File: config.mk
export PLATFORM = sky130hd
export DESIGN_NAME = decode_nlane
export DESIGN_NICKNAME = d
export VERILOG_FILES = /design/src/rtl/decode_nlane.sv
export SDC_FILE = /design/constraint.sdc
export NUM_CORES = 2
export LEC_CHECK = 0
export CORE_AREA = 5 5 556 558
export CTS_CLUSTER_DIAMETER = 40
export DETAILED_ROUTE_END_ITERATION = 10
export DIE_AREA = 0 0 561 563
export PLACE_DENSITY = 0.44
export SYNTH_ARGS = -nofsm -noshare
export SYNTH_HDL_FRONTEND = slang
export SYNTH_SLANG_ARGS = --single-unit
File: constraint.sdc
create_clock -name clk -period 11.32 [get_ports clk]
set_input_delay 2.264 -clock clk [delete_from_list [all_inputs] [get_ports clk]]
set_output_delay 2.264 -clock clk [all_outputs]
set_load 0.005 [all_outputs]
File: src/rtl/decode_nlane.sv
// N-lane decode / operand-fetch stage.
// Splits an issue bundle into lanes (lane 0 in the MSB word), reads GPR operands,
// applies the lane-kill rule for Liw and control ops, and registers the result behind
// a valid/ready handshake. A per-register load-use scoreboard throttles in_ready.
module decode_nlane #(
    parameter int LANES    = 2,
    parameter int XLEN     = 32,
    parameter int NREG     = 32,
    parameter int LOAD_LAT = 2
) (
    input  logic                   clk,
    input  logic                   rstn,
    input  logic                   in_valid,
    output logic                   in_ready,
    input  logic [32*LANES-1:0]    inst,
    input  logic [NREG*XLEN-1:0]   gpr_flat,
    input  logic                   flush,
    output logic                   out_valid,
    input  logic                   out_ready,
    output logic [32*LANES-1:0]    out_inst,
    output logic [XLEN*LANES-1:0]  srca,
    output logic [XLEN*LANES-1:0]  srcb,
    output logic [XLEN*LANES-1:0]  srcs,
    output logic [4*LANES-1:0]     e_type,
    output logic [5*LANES-1:0]     rt,
    output logic [LANES-1:0]       rt_flag,
    output logic [32*LANES-1:0]    addr,
    output logic [4*LANES-1:0]     wea
);

    localparam int          CW       = (LOAD_LAT < 1) ? 1 : $clog2(LOAD_LAT + 1);
    localparam logic [CW-1:0] CNT_INIT = CW'(LOAD_LAT);
    localparam logic [31:0] NOP      = 32'hE000_0000;

    localparam logic [5:0] OP_ADDI  = 6'h00;
    localparam logic [5:0] OP_SUBI  = 6'h01;
    localparam logic [5:0] OP_ADD   = 6'h02;
    localparam logic [5:0] OP_SUB   = 6'h03;
    localparam logic [5:0] OP_SRAWI = 6'h04;
    localparam logic [5:0] OP_SLAWI = 6'h05;
    localparam logic [5:0] OP_LOAD  = 6'h10;
    localparam logic [5:0] OP_STORE = 6'h11;
    localparam logic [5:0] OP_LI    = 6'h12;
    localparam logic [5:0] OP_LIW   = 6'h13;
    localparam logic [5:0] OP_JUMP  = 6'h18;
    localparam logic [5:0] OP_BL    = 6'h1A;
    localparam logic [5:0] OP_BLRR  = 6'h1B;
    localparam logic [5:0] OP_BEQ   = 6'h20;
    localparam logic [5:0] OP_BLE   = 6'h21;
    localparam logic [5:0] OP_BLT   = 6'h22;
    localparam logic [5:0] OP_CMPD  = 6'h23;
    localparam logic [5:0] OP_CMPF  = 6'h24;

    // Register-register forms take operand B from gpr[rb].
    function automatic logic is_xform(input logic [5:0] op);
        return op inside {OP_ADD, OP_SUB, [6'h08:6'h0B], OP_CMPD, OP_CMPF};
    endfunction

    // Liw and every control op end the useful part of the bundle.
    function automatic logic is_kill(input logic [5:0] op);
        return op inside {OP_LIW, [OP_JUMP:OP_BLRR], [OP_BEQ:OP_BLT]};
    endfunction

    // Branch targets carry a 26-bit unsigned displacement in operand B.
    function automatic logic is_li_form(input logic [5:0] op);
        return op inside {OP_JUMP, OP_BL, OP_BEQ, OP_BLE, OP_BLT};
    endfunction

    // Ops that write a GPR directly from the execute stage (Load is enabled later at Mem2).
    function automatic logic wb_en(input logic [5:0] op);
        return op inside {[OP_ADDI:OP_SLAWI], OP_LI, OP_LIW, OP_BL, OP_BLRR, [6'h28:6'h2B]};
    endfunction

    function automatic logic [3:0] exec_type(input logic [5:0] op);
        case (op)
            OP_ADDI, OP_ADD: return 4'd1;
            OP_SUBI, OP_SUB: return 4'd2;
            OP_SRAWI:        return 4'd3;
            OP_SLAWI:        return 4'd4;
            default:         return 4'd0;
        endcase
    endfunction

    function automatic logic signed [XLEN-1:0] sext16(input logic [15:0] v);
        return XLEN'($signed(v));
    endfunction

    function automatic logic signed [XLEN-1:0] zext26(input logic [25:0] v);
        return $signed(XLEN'(v));
    endfunction

    // Output and scoreboard state.
    logic                   out_valid_q;
    logic [32*LANES-1:0]    out_inst_q, out_inst_d;
    logic [XLEN*LANES-1:0]  srca_q, srca_d, srcb_q, srcb_d, srcs_q, srcs_d;
    logic [4*LANES-1:0]     e_type_q, e_type_d;
    logic [5*LANES-1:0]     rt_q, rt_d;
    logic [LANES-1:0]       rt_flag_q, rt_flag_d;
    logic [32*LANES-1:0]    addr_q, addr_d;
    logic [4*LANES-1:0]     wea_q, wea_d;
    logic [CW-1:0]          cnt_q [NREG];

    // Decode scratch.
    logic [31:0]             lane_w [LANES];
    logic                    kill_run, killed_l;
    logic [31:0]             w_l, nxt_l;
    logic [5:0]              op_l;
    logic [4:0]              f_rt, f_ra, f_rb;
    logic [15:0]             si_l;
    logic [25:0]             li_l;
    logic signed [XLEN-1:0]  a_val, b_val, s_val;
    logic signed [31:0]      addr_l;
    int                      nk;
    logic                    hazard, accept;
    logic [NREG-1:0]         ld_set;

    // Per-lane decode, kill propagation, hazard detection and load-set collection.
    always_comb begin
        out_inst_d = '0;
        srca_d     = '0;
        srcb_d     = '0;
        srcs_d     = '0;
        e_type_d   = '0;
        rt_d       = '0;
        rt_flag_d  = '0;
        addr_d     = '0;
        wea_d      = '0;
        hazard     = 1'b0;
        ld_set     = '0;
        kill_run   = 1'b0;
        killed_l   = 1'b0;
        w_l        = NOP;
        nxt_l      = '0;
        op_l       = '0;
        f_rt       = '0;
        f_ra       = '0;
        f_rb       = '0;
        si_l       = '0;
        li_l       = '0;
        a_val      = '0;
        b_val      = '0;
        s_val      = '0;
        addr_l     = '0;
        nk         = 0;
        for (int k = 0; k < LANES; k++) begin
            lane_w[k] = inst[32*(LANES-k)-1 -: 32];
        end
        for (int k = 0; k < LANES; k++) begin
            // A killed lane is decoded as a NOP so it carries no side effects.
            killed_l = kill_run;
            w_l      = killed_l ? NOP : lane_w[k];
            op_l     = w_l[31:26];
            f_rt     = w_l[25:21];
            f_ra     = w_l[20:16];
            f_rb     = w_l[15:11];
            si_l     = w_l[15:0];
            li_l     = w_l[25:0];
            nk       = (k < LANES - 1) ? k + 1 : k;
            nxt_l    = (k < LANES - 1) ? lane_w[nk] : 32'h0;

            a_val = $signed(gpr_flat[int'(f_ra)*XLEN +: XLEN]);
            s_val = $signed(gpr_flat[int'(f_rt)*XLEN +: XLEN]);
            if (is_xform(op_l))
                b_val = $signed(gpr_flat[int'(f_rb)*XLEN +: XLEN]);
            else if (op_l == OP_LIW)
                b_val = $signed(XLEN'(nxt_l));
            else if (is_li_form(op_l))
                b_val = zext26(li_l);
            else
                b_val = sext16(si_l);
            addr_l = $signed(a_val[31:0]) + 32'(sext16(si_l));

            out_inst_d[32*(LANES-k)-1 -: 32]  = w_l;
            srca_d[XLEN*(LANES-k)-1 -: XLEN]  = a_val;
            srcb_d[XLEN*(LANES-k)-1 -: XLEN]  = b_val;
            srcs_d[XLEN*(LANES-k)-1 -: XLEN]  = s_val;
            e_type_d[4*(LANES-k)-1 -: 4]      = exec_type(op_l);
            rt_d[5*(LANES-k)-1 -: 5]          = (op_l == OP_BL || op_l == OP_BLRR) ? 5'd31 : f_rt;
            rt_flag_d[LANES-1-k]              = wb_en(op_l);
            addr_d[32*(LANES-k)-1 -: 32]      = addr_l;
            wea_d[4*(LANES-k)-1 -: 4]         = (op_l == OP_STORE) ? 4'hF : 4'h0;

            if (!killed_l) begin
                if (cnt_q[f_ra] != '0)
                    hazard = 1'b1;
                if (is_xform(op_l) && cnt_q[f_rb] != '0)
                    hazard = 1'b1;
                if (op_l == OP_STORE && cnt_q[f_rt] != '0)
                    hazard = 1'b1;
                if (op_l == OP_LOAD)
                    ld_set[f_rt] = 1'b1;
            end
            kill_run = kill_run | is_kill(op_l);
        end
    end

    assign in_ready = rstn & (~out_valid_q | out_ready) & ~hazard & ~flush;
    assign accept   = in_valid & in_ready;

    // Control outputs: reset, flush squash, bundle load, drain to bubble, or hold.
    always_ff @(posedge clk) begin
        if (!rstn) begin
            out_valid_q <= 1'b0;
            out_inst_q  <= {LANES{NOP}};
            rt_flag_q   <= '0;
            wea_q       <= '0;
            e_type_q    <= '0;
        end else if (flush) begin
            out_valid_q <= 1'b0;
            out_inst_q  <= {LANES{NOP}};
            rt_flag_q   <= '0;
            wea_q       <= '0;
        end else if (accept) begin
            out_valid_q <= 1'b1;
            out_inst_q  <= out_inst_d;
            rt_flag_q   <= rt_flag_d;
            wea_q       <= wea_d;
            e_type_q    <= e_type_d;
        end else if (out_ready || !out_valid_q) begin
            out_valid_q <= 1'b0;
            rt_flag_q   <= '0;
            wea_q       <= '0;
        end
    end

    // Operand data loads only on accept; its value is meaningless while out_valid is low.
    always_ff @(posedge clk) begin
        if (accept) begin
            srca_q <= srca_d;
            srcb_q <= srcb_d;
            srcs_q <= srcs_d;
            rt_q   <= rt_d;
            addr_q <= addr_d;
        end
    end

    // Load-use scoreboard: a new load wins over the countdown; flush leaves it intact.
    always_ff @(posedge clk) begin
        for (int r = 0; r < NREG; r++) begin
            if (!rstn)
                cnt_q[r] <= '0;
            else if (accept && ld_set[r])
                cnt_q[r] <= CNT_INIT;
            else if (out_ready && cnt_q[r] != '0)
                cnt_q[r] <= cnt_q[r] - CW'(1);
        end
    end

    assign out_valid = out_valid_q;
    assign out_inst  = out_inst_q;
    assign srca      = srca_q;
    assign srcb      = srcb_q;
    assign srcs      = srcs_q;
    assign e_type    = e_type_q;
    assign rt        = rt_q;
    assign rt_flag   = rt_flag_q;
    assign addr      = addr_q;
    assign wea       = wea_q;

endmodule
==> results_dict.tcl <==
set metrics [dict create \
    cts_root_buf "clkbuf_16" \
    netlist_instances 8118 \
    cts.clk_slew.worst_paths_ps 40 \
    start_util 0.239 \
    cp_data_arrival_time_ps 8030 \
    setup_tns_ps 0 \
    wl_per_cell_um 49.5 \
    fillers 31422 \
    worstPathCellList "clkdlybuf4s50_1 > nand2_1 > a32oi_4 > buf_4 > nand2_8 > inv_8 > a21oi_1 > a221o_1 > a311o_1 > nand4_4 > inv_4 > clkdlybuf4s50_1" \
    cts_buffer_depth 4 \
    status "finished with violations" \
    gp_congestion 1.00 \
    fin_cells 13272 \
    rsz0062_at_grt "false" \
    design_area_mm2 0.0959 \
    synth-seq-cells 405 \
    seq_power_share 0.172 \
    path_class "in -> out" \
    postSynthAreaPerCell_um2 8.95 \
    io_pins 1443 \
    cp-end-kind "output pin" \
    ys.flop_type "edfxtp_1" \
    synth-seq-area-share 0.157 \
    drv_cap 8 \
    drc 0 \
    leakagePower_nw 32.9 \
    fin_skew_ps 115 \
    dieArea_mm2 0.316 \
    synth_edf_count 330 \
    combPwrFrac 0.490 \
    clock_power_share 0.338 \
    fin_total_pwr_mw 10.5 \
    yosys_warnings 0 \
    startpoint_type "primary input" \
    p_sw_frac 0.433 \
    cp_top_family "buffers and inverters" \
    fp.dieH_um 563 \
    hpwl_mm 494 \
    track_usage 0.394 \
    antenna_found_initial 334 \
    vias 91428 \
    grt_pass1_vias 82896 \
    route.antenna.remaining_nets 0 \
    cts_tree "built" \
    grt_pass1_wl_mm 846 \
    routed_via_density 6.89 \
    fin_nets 10185 \
    ctsResizeCount 0 \
    timing.fmax_mhz 97.2 \
    synth.distinct_cells 87 \
    gr-total-overflow 0 \
    required_ps 9060 \
    first_pass_iters 10 \
    r2r-start "cnt_q[16][1]$_SDFFCE_PN0P_" \
    numClockSinks 405 \
    crit_fanout 78 \
    slew_headroom -0.0439 \
    slew_violations 10 \
    netlist_area_mm2 0.0727 \
    cts_hold_buf 0 \
    core-area_mm2 0.304 \
    hold_viol 0 \
    cpMostUsedCell "clkdlybuf4s50_1" \
    layout-drive-gt1-share 0.201 \
    fin_hold_ws_ps 445 \
    critPathBufInv 5 \
    area_growth_pct 32.0 \
    placed_area_mm2 0.0914 \
    whs_endpoint "out_inst[49]$_SDFFE_PP0P_" \
    cts_buffers 119 \
    insertion_delay_ps 890 \
    async_flop_share 0 \
    grt_max_degree 124 \
    violations "max-capacitance violations, max-slew violations" \
    hp-start "out_inst[49]$_SDFFE_PP0P_" \
    drtIter0Drc 16419 \
    worstMarginPinSlew_ps 1560 \
    num_rows 203 \
    numPortBuffers 1440 \
    switchingPower_mw 4.54 \
    post_cts.repair.setup_buffers 0 \
    p_int_mw 5.93 \
    finalCritPeriodShare 0.909 \
    setup_violations 0 \
    ff2ff_setup_slack_ps 4530 \
    min_period_ps 10290 \
    max_stage_delay_ps 980 \
    power_density_mw_per_mm2 109 \
    hold_path_class "reg -> reg" \
    dp_cells 12872 \
    worstReg2RegEnd "srcs[2]$_DFFE_PP_" \
    finalWirelength_mm 657 \
    crit_slowest_cell "clkdlybuf4s50_1" \
    htree_num_levels 3 \
    whs_path_depth 2 \
    die_x_um 561 \
    ff2ff_path_depth 14 \
    vdd_drop_max_mv 0.131 \
]
[routing by layer]
metal / GRT usage / wire length, um / vias up
met2: 0.556 / 267000 / 8433
li1: - / - / 34599
met4: 0.207 / 41800 / 174
met5: 0.0116 / 1350 / -
met3: 0.192 / 100000 / 1669
met1: 0.491 / 247000 / 46553
[worst max-delay path by stage]
| stage | startpoint | endpoint | slack (ps) | cells past startpoint |
|---|---|---|---|---|
| 2_1_floorplan | inst[48] | addr[62]$_DFFE_PP_ | 3930 | 19 |
| 3_3_place_gp | inst[58] | addr[30]$_DFFE_PP_ | 660 | 21 |
| 3_5_place_dp | inst[58] | addr[30]$_DFFE_PP_ | 690 | 21 |
| 4_1_cts | inst[58] | in_ready | 1260 | 12 |
| 5_1_grt | inst[58] | in_ready | 1080 | 12 |
| 6_report | inst[58] | in_ready | 1030 | 12 |
[through the flow]
step / utilization / setup WS [ps]
after floorplan: - / 3930
after global placement: 0.300 / 664
after detailed placement: 0.301 / 686
after CTS: 0.314 / 1260
after global routing: 0.315 / 1080
final: 0.315 / 1030
[logic make-up after synthesis]
| family | Yosys count | share of synthesized area |
|---|---|---|
| AND/OR/NAND/NOR | 2735 | 0.173 |
| AO/OA/AOI/OAI | 2224 | 0.204 |
| multiplexers | 1522 | 0.384 |
| buffers and inverters | 1082 | 0.0590 |
| flip-flops | 405 | 0.157 |
| adder cells (fa/ha/maj) | 96 | 0.0167 |
| XOR/XNOR | 53 | 0.00639 |
| other | 1 | 0.0000516 |
[area by class of cell]
| type | instances | area [um^2] | share of cell area |
|---|---|---|---|
| Tap cell | 3997 | 5000 | 0.0522 |
| Multi-Input combinational cell | 6632 | 57500 | 0.600 |
| Sequential cell | 405 | 11400 | 0.119 |
| Antenna cell | 183 | 458 | 0.00478 |
| Inverter | 124 | 518 | 0.00540 |
| Clock buffer | 131 | 3080 | 0.0321 |
| Clock inverter | 86 | 993 | 0.0104 |
| Timing Repair Buffer | 1714 | 16900 | 0.176 |
[sequential cells by signal (all words and copies together), names as in the netlist]
name / cells
wea: 2
srca: 64
cnt_q: 64
out_inst: 64
srcb: 64
rt: 10
e_type: 6
rt_flag: 2
srcs: 64
addr: 64
out_valid: 1
[cells in the mapped netlist, drive strengths merged, types with 8 or more instances]
cell,number,area share
a211oi,265,0.027
a21o,25,0.0026
a21oi,581,0.040
a221o,40,0.0055
a221oi,103,0.012
a222oi,47,0.0065
a22oi,148,0.015
a311o,18,0.0025
a311oi,135,0.016
a31o,9,0.0011
a31oi,67,0.0058
and2,24,0.0021
and3,213,0.018
buf,296,0.018
clkbuf,662,0.034
dfxtp,75,0.021
edfxtp,330,0.14
ha,94,0.016
inv,122,0.0063
mux2,196,0.030
mux2i,335,0.046
mux4,991,0.31
nand2,1161,0.060
nand2b,35,0.0030
nand3,689,0.047
nand4,44,0.0040
nor2,373,0.019
nor2b,19,0.0017
nor3,107,0.0075
nor4,8,0.00069
nor4b,24,0.0045
o2111ai,40,0.0048
o211ai,83,0.0086
o21a,25,0.0026
o21ai,397,0.027
o21bai,9,0.00093
o221ai,43,0.0052
o22ai,88,0.0076
o311ai,18,0.0022
o31ai,33,0.0034
o32ai,11,0.0013
or3,13,0.0011
xnor2,40,0.0048
xor2,13,0.0016
[worst min-delay path: stages, from the launching register on]
cell	delay, ps
dfxtp_1	300
nand2_1	50
o21ai_1	50
[power groups by stage]
stage | Clock [mW] | Combinational (mW) | Sequential [mW]
3_3_place_gp | 0 | 4.87 | 1.82
6_report | 3.54 | 5.13 | 1.80
3_5_place_dp | 0 | 4.89 | 1.82
2_1_floorplan | 0 | 2.41 | 1.79
5_1_grt | 3.65 | 5.22 | 1.80
4_1_cts | 3.59 | 4.92 | 1.79
[layout by cell type (no fill, tap or decap), types with 23 or more instances in the layout]
master	count
clkdlybuf4s50_1	1417
nand2_1	1144
mux4_2	991
nand3_1	689
a21oi_1	580
o21ai_0	368
nor2_1	356
edfxtp_1	330
mux2i_1	326
a211oi_1	264
buf_4	245
and3_1	213
mux2_2	195
diode_2	183
a22oi_1	148
a311oi_1	122
clkbuf_16	121
inv_1	110
a221oi_1	102
nor3_1	97
ha_1	94
o22ai_1	88
o211ai_1	83
dfxtp_1	75
a31oi_1	67
a222oi_1	47
o221ai_1	43
nand4_1	43
o2111ai_1	40
a221o_1	40
xnor2_1	40
nand2b_1	33
buf_12	32
o31ai_1	27
o21ai_1	27
a21o_1	25
o21a_1	25
clkinv_2	23
Note: power is estimated with default switching activity, not from simulation.
